===== config.mk =====
export PLATFORM = sky130hd
export DESIGN_NAME = sdes_stream_engine
export DESIGN_NICKNAME = d
export VERILOG_FILES = /design/src/rtl/sdes_stream_engine.sv
export SDC_FILE = /design/constraint.sdc
export NUM_CORES = 1
export LEC_CHECK = 0
export ABC_AREA = 1
export CORE_MARGIN = 3
export CORE_UTILIZATION = 49
export DETAILED_ROUTE_END_ITERATION = 8
export PLACE_DENSITY = 0.76
export SLEW_MARGIN = 10
export SYNTH_ARGS = -nofsm -noshare
export SYNTH_HDL_FRONTEND = slang
export SYNTH_SLANG_ARGS = --single-unit

===== constraint.sdc =====
create_clock -name clk -period 2 [get_ports clk]
set_input_delay 0.4 -clock clk [delete_from_list [all_inputs] [get_ports clk]]
set_output_delay 0.4 -clock clk [all_outputs]
set_load 0.1 [all_outputs]

===== src/rtl/sdes_stream_engine.sv =====
// S-DES engine over NBYTES bytes: 1-cycle key schedule, then 2 cycles per byte (RND1/RND2), byte 0 first.
// o_valid rises 1+2*NBYTES cycles after accept and holds until i_ready. Define SDES_CBC_EN for i_iv and CBC chaining.
module sdes_stream_engine #(
  parameter int NBYTES = 4
) (
  input  logic                clk,
  input  logic                rst,
  input  logic [9:0]          i_key,
  input  logic                i_mode,
  input  logic                i_valid,
  output logic                o_ready,
  input  logic [8*NBYTES-1:0] i_data,
`ifdef SDES_CBC_EN
  input  logic [7:0]          i_iv,
`endif
  output logic                o_valid,
  input  logic                i_ready,
  output logic [8*NBYTES-1:0] o_data
);

  localparam int            IW     = (NBYTES > 1) ? $clog2(NBYTES) : 1;
  localparam logic [IW-1:0] LAST   = IW'(NBYTES - 1);
  localparam logic [31:0]   S0_TBL = 32'hB7D81BB1;
  localparam logic [31:0]   S1_TBL = 32'hC613D2E4;

`ifdef SDES_CBC_EN
  localparam bit CBC = 1'b1;
  logic [7:0] iv_w;
  assign iv_w = i_iv;
`else
  localparam bit CBC = 1'b0;
  logic [7:0] iv_w;
  assign iv_w = 8'h00;
`endif

  typedef enum logic [2:0] {IDLE, KEYGEN, RND1, RND2, DONE} state_t;

  state_t              state_q;
  logic [9:0]          key_q;
  logic                mode_q;
  logic [8*NBYTES-1:0] data_q;
  logic [8*NBYTES-1:0] o_data_q;
  logic [7:0]          k1_q, k2_q, mid_q, chain_q;
  logic [IW-1:0]       idx_q;
  logic                o_valid_q, o_ready_q;

  function automatic logic [9:0] p10(input logic [9:0] k);
    return {k[7], k[5], k[8], k[3], k[6], k[0], k[9], k[1], k[2], k[4]};
  endfunction

  function automatic logic [7:0] p8(input logic [7:0] k);
    return {k[4], k[7], k[3], k[6], k[2], k[5], k[0], k[1]};
  endfunction

  function automatic logic [7:0] ip(input logic [7:0] x);
    return {x[6], x[2], x[5], x[7], x[4], x[0], x[3], x[1]};
  endfunction

  function automatic logic [7:0] ip_inv(input logic [7:0] x);
    return {x[4], x[7], x[5], x[3], x[1], x[6], x[0], x[2]};
  endfunction

  // Outer bits select the row, inner bits the column; entry i sits at bits [2i+1:2i].
  function automatic logic [1:0] sbox(input logic [31:0] tbl, input logic [3:0] b);
    return tbl[{b[3], b[0], b[2], b[1], 1'b0} +: 2];
  endfunction

  function automatic logic [7:0] fk(input logic [7:0] x, input logic [7:0] sk);
    logic [7:0] t;
    logic [3:0] s;
    t = {x[0], x[3], x[2], x[1], x[2], x[1], x[0], x[3]} ^ sk;
    s = {sbox(S0_TBL, t[7:4]), sbox(S1_TBL, t[3:0])};
    return {x[7:4] ^ {s[2], s[0], s[1], s[3]}, x[3:0]};
  endfunction

  logic [9:0]          ks_p10, ks_ls1, ks_ls2;
  logic [7:0]          k1_d, k2_d, sk_a, sk_b;
  logic [7:0]          byte_in, mid_d, blk_d, out_d, chain_d;
  logic [8*NBYTES-1:0] res_d;

  assign ks_p10 = p10(key_q);
  assign ks_ls1 = {ks_p10[8:5], ks_p10[9], ks_p10[3:0], ks_p10[4]};
  assign ks_ls2 = {ks_ls1[7:5], ks_ls1[9:8], ks_ls1[2:0], ks_ls1[4:3]};
  assign k1_d   = p8(ks_ls1[7:0]);
  assign k2_d   = p8(ks_ls2[7:0]);
  assign sk_a   = mode_q ? k2_q : k1_q;
  assign sk_b   = mode_q ? k1_q : k2_q;

  // CBC: encrypt whitens the input byte, decrypt whitens the block output.
  always_comb begin
    byte_in = data_q[{idx_q, 3'b000} +: 8];
    mid_d   = fk(ip(byte_in ^ ((CBC && !mode_q) ? chain_q : 8'h00)), sk_a);
    blk_d   = ip_inv(fk({mid_q[3:0], mid_q[7:4]}, sk_b));
    out_d   = blk_d ^ ((CBC && mode_q) ? chain_q : 8'h00);
    chain_d = mode_q ? byte_in : out_d;
    res_d   = data_q;
    res_d[{idx_q, 3'b000} +: 8] = out_d;
  end

  always_ff @(posedge clk) begin
    if (rst) begin
      state_q   <= IDLE;
      key_q     <= '0;
      mode_q    <= 1'b0;
      data_q    <= '0;
      o_data_q  <= '0;
      k1_q      <= '0;
      k2_q      <= '0;
      mid_q     <= '0;
      chain_q   <= '0;
      idx_q     <= '0;
      o_valid_q <= 1'b0;
      o_ready_q <= 1'b1;
    end else begin
      case (state_q)
        IDLE: begin
          if (i_valid && o_ready_q) begin
            key_q     <= i_key;
            mode_q    <= i_mode;
            data_q    <= i_data;
            chain_q   <= iv_w;
            o_ready_q <= 1'b0;
            state_q   <= KEYGEN;
          end
        end
        KEYGEN: begin
          k1_q    <= k1_d;
          k2_q    <= k2_d;
          idx_q   <= '0;
          state_q <= RND1;
        end
        RND1: begin
          mid_q   <= mid_d;
          state_q <= RND2;
        end
        RND2: begin
          data_q  <= res_d;
          chain_q <= chain_d;
          if (idx_q == LAST) begin
            o_data_q  <= res_d;
            o_valid_q <= 1'b1;
            state_q   <= DONE;
          end else begin
            idx_q   <= idx_q + 1'b1;
            state_q <= RND1;
          end
        end
        DONE: begin
          if (i_ready) begin
            o_valid_q <= 1'b0;
            o_ready_q <= 1'b1;
            state_q   <= IDLE;
          end
        end
        default: state_q <= IDLE;
      endcase
    end
  end

  assign o_ready = o_ready_q;
  assign o_valid = o_valid_q;
  assign o_data  = o_data_q;

endmodule


# Word-level counts from Yosys, hierarchy flattened
# Cells that the tools add are included.
# word_totals
register_bits	106
input_bits	47
out_inout_bits	34
elab_cells	63
# op_classes
n_addsub	2
n_eq_ne	9
shift	7
n_mux	17
bitwise	4
n_reduce_logical	13
# ops
op	count
$shiftx A32 B6 Y2 const A	4
$pmux W32 S2	1
$bwmux W32	1
$mux W32	1
$shift A8 B7 Y32 const A	1
$shiftx A32 B6 Y8	1
$shiftx A8 B7 Y32	1
$mux W8	2
$xor A8 B8 Y8	2
$pmux W3 S5	1
$reduce_and A2 Y1	5
$mux W3	3
$ne A2 B2 Y1 const B	4
$reduce_bool A2 Y1	4
$xor A4 B4 Y4	2
$neg A5 Y7	1
$eq A3 B2 Y1 const B	2
$reduce_and A3 Y1	2
$mux W1	4
$pmux W1 S2	2
$pmux W2 S2	1
$eq A3 B1 Y1 const B	1
$eq A3 B3 Y1 const B	1
$logic_not A3 Y1	1
4 further kinds	4

# Depth between registers and ports, before layout
# logic_depth
depth_word	7
mapped_depth	17
ltp_nobuf	16

# Worst setup path after synthesis
# No wires, ideal clock.
# synth_timing
path_kind	register to register
startpoint	register o_ready_q (netlist: o_ready)
endpoint	register data_q[18]
setup_time_ns	0.128
arrival_time_ns	2.169
required_ns	1.872
setup_slack_ns	-0.297
path_stages_with_launch	10
synth_period_minus_slack_ns	2.297
cell_sequence	dfxtp_1 -> nand2_1 -> nor3_4 -> inv_2 -> nand2_1 -> inv_2 -> buf_2 -> a22o_1 -> a21oi_1 -> nor2_1
# synth_between
elab_chain_cells	3
# synth_lines
item	line_no	rtl
start: declaration	45	logic o_valid_q, o_ready_q;
start signal: assignment	113	o_ready_q <= 1'b1;
start signal: assignment	122	o_ready_q <= 1'b0;
start signal: assignment	151	o_ready_q <= 1'b1;
$logic_and A1 B1 Y1	117	if (i_valid && o_ready_q) begin
$ne A2 B2 Y1 (no line)	--	
$reduce_and A2 Y1 (no line)	--	
end signal: assignment	120	data_q <= i_data;
end signal: assignment	137	data_q <= res_d;
end: declaration	41	logic [8*NBYTES-1:0] data_q;
# No other way between the ends.
# A chain may end at the register's enable or synchronous reset.

# Final worst setup path
# layout_timing
startpoint	register idx_q[0]
endpoint	register mid_q[5]
# layout_between
elab_chain_cells	4
# layout_lines
item	line_no	rtl
start: declaration	44	logic [IW-1:0] idx_q;
start signal: assignment	144	idx_q <= idx_q + 1'b1;
$shiftx A32 B6 Y8 *	91	byte_in = data_q[{idx_q, 3'b000} +: 8];
$xor A8 B8 Y8	71	t = {x[0], x[3], x[2], x[1], x[2], x[1], x[0], x[3]} ^ sk;
$shiftx A32 B6 Y2	65	return tbl[{b[3], b[0], b[2], b[1], 1'b0} +: 2];
$xor A4 B4 Y4 *	73	return {x[7:4] ^ {s[2], s[0], s[1], s[3]}, x[3:0]};
end signal: assignment	133	mid_q <= mid_d;
end: declaration	43	logic [7:0] k1_q, k2_q, mid_q, chain_q;
# Every way passes the cells marked *; elsewhere a longest branch is shown, timed or not.

==> impl_metrics.toml <==
[outcome]
status = "finished clean"

[min_path]
holdPathEnd = "o_ready$_SDFFE_PP1P_"
hold_path_class = "flip-flop to flip-flop"
hold_depth = 2
min-delay-start = "o_ready$_SDFFE_PP1P_"

[worst_setup_path]
cpMostUsedCell = "nor2_1"
cp-start-kind = "flip-flop"
crit_chain = "buf_6, nand2_1, nand3_1, nand2_2, xor2_2, ha_1, inv_1, nor2_1, a31oi_1, nor2_1, o21a_1"
crit_fanout = 9
cp_slowest_cell = "dfxtp_2"
cp.arrival_ns = 2.23
critPathKind = "flip-flop to flip-flop"
r2r_cells = 11
endpoint_kind = "flip-flop"
timing.critical_path.from = "idx_q[0]$_SDFFE_PP0P_"
crit_required_ns = 2.27
reg2reg_slack_ns = 0.05
max_stage_delay_ns = 0.35
r2r-end = "mid_q[5]$_SDFFE_PP0P_"
reg2reg_from = "idx_q[0]$_SDFFE_PP0P_"

[flow_run]
drv_cap = 0

[finish]
num_antenna_cells = 0
final-instance-count-excl-fill = 1001
fin_util = 0.645
drive_gt1_frac = 0.190
areaGrowthSynthToFinish_pct = 26.8
nNetsFinal = 915
num-fill-cells = 940

[clock_network]
htreeDepth = 3
hold_buffers = 0
worstSkewPairLatency_ns = 0.38
root_buffer = "clkbuf_8"
cts_buffers = 9
cts_sinks = 100
clk_pin_slew_ns = 0.09
cts_buffer_depth = 2
cts_tree = "yes"

[power_and_ir_drop]
comb_power_share = 0.355
power_frac_clock = 0.257
power_leakage_nw = 2.99
switching_share = 0.360
internal-power_mw = 3.80
irDropWorstVdd_v = 0.000486
seqPwrFrac = 0.388
powerDensity_mw_per_mm2 = 882
p_sw_mw = 2.13

[drt]
wl_met1_mm = 6.99
met3_length_mm = 1.20
wl_met2_mm = 7.32
vias = 5452
vias_per_cell = 5.45
drt_iter0_markers = 381
wl_mm = 15.9
drt-pass1-iter-count = 5
avgRoutedWirePerCell_um = 15.9
final_antenna_net_count = 0
top_layer_used = "met4"
drcViolationCount = 0

[place]
port-buffer-count = 80
place.gp.congestion = 0.963
dp_cells = 980
hpwl_mm = 11.7

[yosys]
synth_top_family_by_area = "simple AND/OR/NAND/NOR gates"
yosysUniqueCellTypes = 40
synth_area_leader_cell = "dfxtp_1"
yosysMostFrequentCell = "nand2_1"
syn_nets = 816
synth-seq-cells = 100
seq_area_frac_synth = 0.378
synth-xor-area-share = 0.0210
ys_warn_count = 0
synth_area_per_cell_um2 = 6.94
synth-main-ff-cell = "dfxtp_1"
synth_top_cell_area_share = 0.378
synthMuxAreaShare = 0
synth-compound-area-share = 0.233
synth_common_cells = "nand2_1, dfxtp_1, nor2_1, o21ai_0, a21oi_1"
syn-cell-area_mm2 = 0.00530
synth_simple_gate_area_frac = 0.266
synth_top_cells_by_area = "dfxtp_1, nand2_1, o21ai_0"
synth_fa_ha_area_frac = 0.0142
syn_inst = 763
synth_edf_count = 0
async_flop_share = 0

[floorplan]
die-area_mm2 = 0.0121
pin_count = 81
die_y_um = 110
die_width_um = 110
rows = 37
core-area_mm2 = 0.0104
floorplan.initialDensity = 0.509

[sta]
worst_pin_slew_ns = 0.480
max_freq_mhz = 512
drv_slew = 0
slew_headroom = 0.680
hold_ws_ns = 0.464
setup_violations = 0
clock_skew_ns = 0.00955
hold_viol = 0
rsz0062_at_grt = "true"
period_minus_slack_ns = 1.95
period_share = 0.977

[global_route]
track_usage = 0.268
overflow = 0
grt_pass1_vias = 5231
antenna_found_initial = 0
grt_pass1_wl_mm = 25.2
grt_max_degree = 44
[cell families (layout without fill, tap and decap cells)]
group,count (synthesis),after routing
DFF,100,100
and+or+nand+nor,324,324
adders and majority gates,6,6
xor gates and xnor gates,11,11
AOI/OAI and AO/OA,209,209
buffers and inverters,113,215
[per-stage QoR]
step	power, mW	setup slack, ns	cell area [µm²]	TNS (ns)
2_1_floorplan	3.64	0.00160	5310	0
3_3_place_gp	4.17	0.0506	6310	0
3_5_place_dp	4.23	0.0112	6310	0
4_1_cts	5.74	0.0205	6540	0
5_1_grt	6.24	-0.0526	6720	-0.154
6_report	5.93	0.0466	6720	0
[registers in the layout, indices dropped and copies added (netlist names)]
name / cells
state_q: 3
o_ready: 1
mid_q: 8
k1_q: 7
key_q: 10
data_q: 32
k2_q: 3
o_data: 32
idx_q: 2
o_valid: 1
mode_q: 1
[power groups by stage]
| stage | Clock, mW | Combinational, mW | Sequential [mW] |
|---|---|---|---|
| finish | 1.52 | 2.10 | 2.30 |
| detailed placement | 0 | 1.89 | 2.34 |
| CTS | 1.53 | 1.91 | 2.29 |
| global route | 1.62 | 2.30 | 2.32 |
| global placement | 0 | 1.84 | 2.33 |
| floorplan | 0 | 1.31 | 2.33 |
[what timing repair did]
item	4_1_cts	5_1_grt
setup endpoints to repair	0	31
hold endpoints to repair	0	0
setup buffers	0	7
gates resized for setup	0	32
[worst max-delay path, delay by kind of cell (launching register included)]
kind	cells	cell delay (ns)
AO/OA/AOI/OAI	2	0.42
AND/OR/NAND/NOR	5	0.42
flip-flops	1	0.35
adder cells (fa/ha/maj)	1	0.27
XOR/XNOR	1	0.20
buffers and inverters	2	0.19
[cell type report]
class,instances,area [µm²],share of cell area
clock buffer,9,124,0.0184
clock inverter,5,103,0.0153
inverter,75,289,0.0430
multi-input combinational,550,2920,0.435
sequential,100,2010,0.298
tap,136,170,0.0253
timing repair buffer,126,1110,0.165
[worst max path at each step]
stage                                    to  slack [ns]  cells after the start
finish                mid_q[5]$_SDFFE_PP0P_        0.05                     11
global route        o_data[29]$_SDFFE_PP0P_       -0.05                     14
CTS                  data_q[4]$_SDFFE_PP0P_        0.02                     11
detailed placement  data_q[13]$_SDFFE_PP0P_        0.01                      9
global placement    data_q[26]$_SDFFE_PP0P_        0.05                      9
floorplan            data_q[4]$_SDFFE_PP0P_       0.002                     11
[per-layer routing]
metal | vias to the layer above | GRT usage
li1 | 2710 | -
met1 | 2495 | 0.359
met2 | 212 | 0.427
met3 | 35 | 0.0460
met4 | 0 | 0.114
met5 | - | 0
[layout by cell type, fill, tap and decap left out, types with 3 or more instances in the layout]
| master | netlist | routed |
|---|---|---|
| a21oi_1 | 66 | 65 |
| a21oi_2 | 3 | 4 |
| a22o_1 | 10 | 10 |
| a22oi_1 | 7 | 7 |
| a2bb2oi_1 | 7 | 7 |
| a41oi_1 | 4 | 4 |
| buf_4 | 1 | 73 |
| buf_6 | 4 | 4 |
| bufinv_16 | 0 | 3 |
| clkbuf_8 | 0 | 9 |
| clkdlybuf4s50_1 | 0 | 46 |
| dfxtp_1 | 100 | 97 |
| dfxtp_2 | 0 | 3 |
| ha_1 | 6 | 6 |
| inv_1 | 64 | 64 |
| inv_2 | 11 | 9 |
| nand2_1 | 180 | 171 |
| nand2_2 | 17 | 25 |
| nand2_4 | 5 | 6 |
| nand3_1 | 37 | 35 |
| nand3b_1 | 3 | 3 |
| nand4_1 | 5 | 5 |
| nor2_1 | 67 | 67 |
| nor2_2 | 5 | 4 |
| o21ai_0 | 67 | 66 |
| o21ai_1 | 12 | 12 |
| o21ai_2 | 3 | 4 |
| o21bai_1 | 16 | 16 |
| o22ai_1 | 7 | 4 |
| o22ai_2 | 0 | 3 |
| xnor2_1 | 4 | 4 |
| xor2_1 | 5 | 3 |
| xor2_2 | 1 | 3 |
Power figures use the tool's default switching activity.
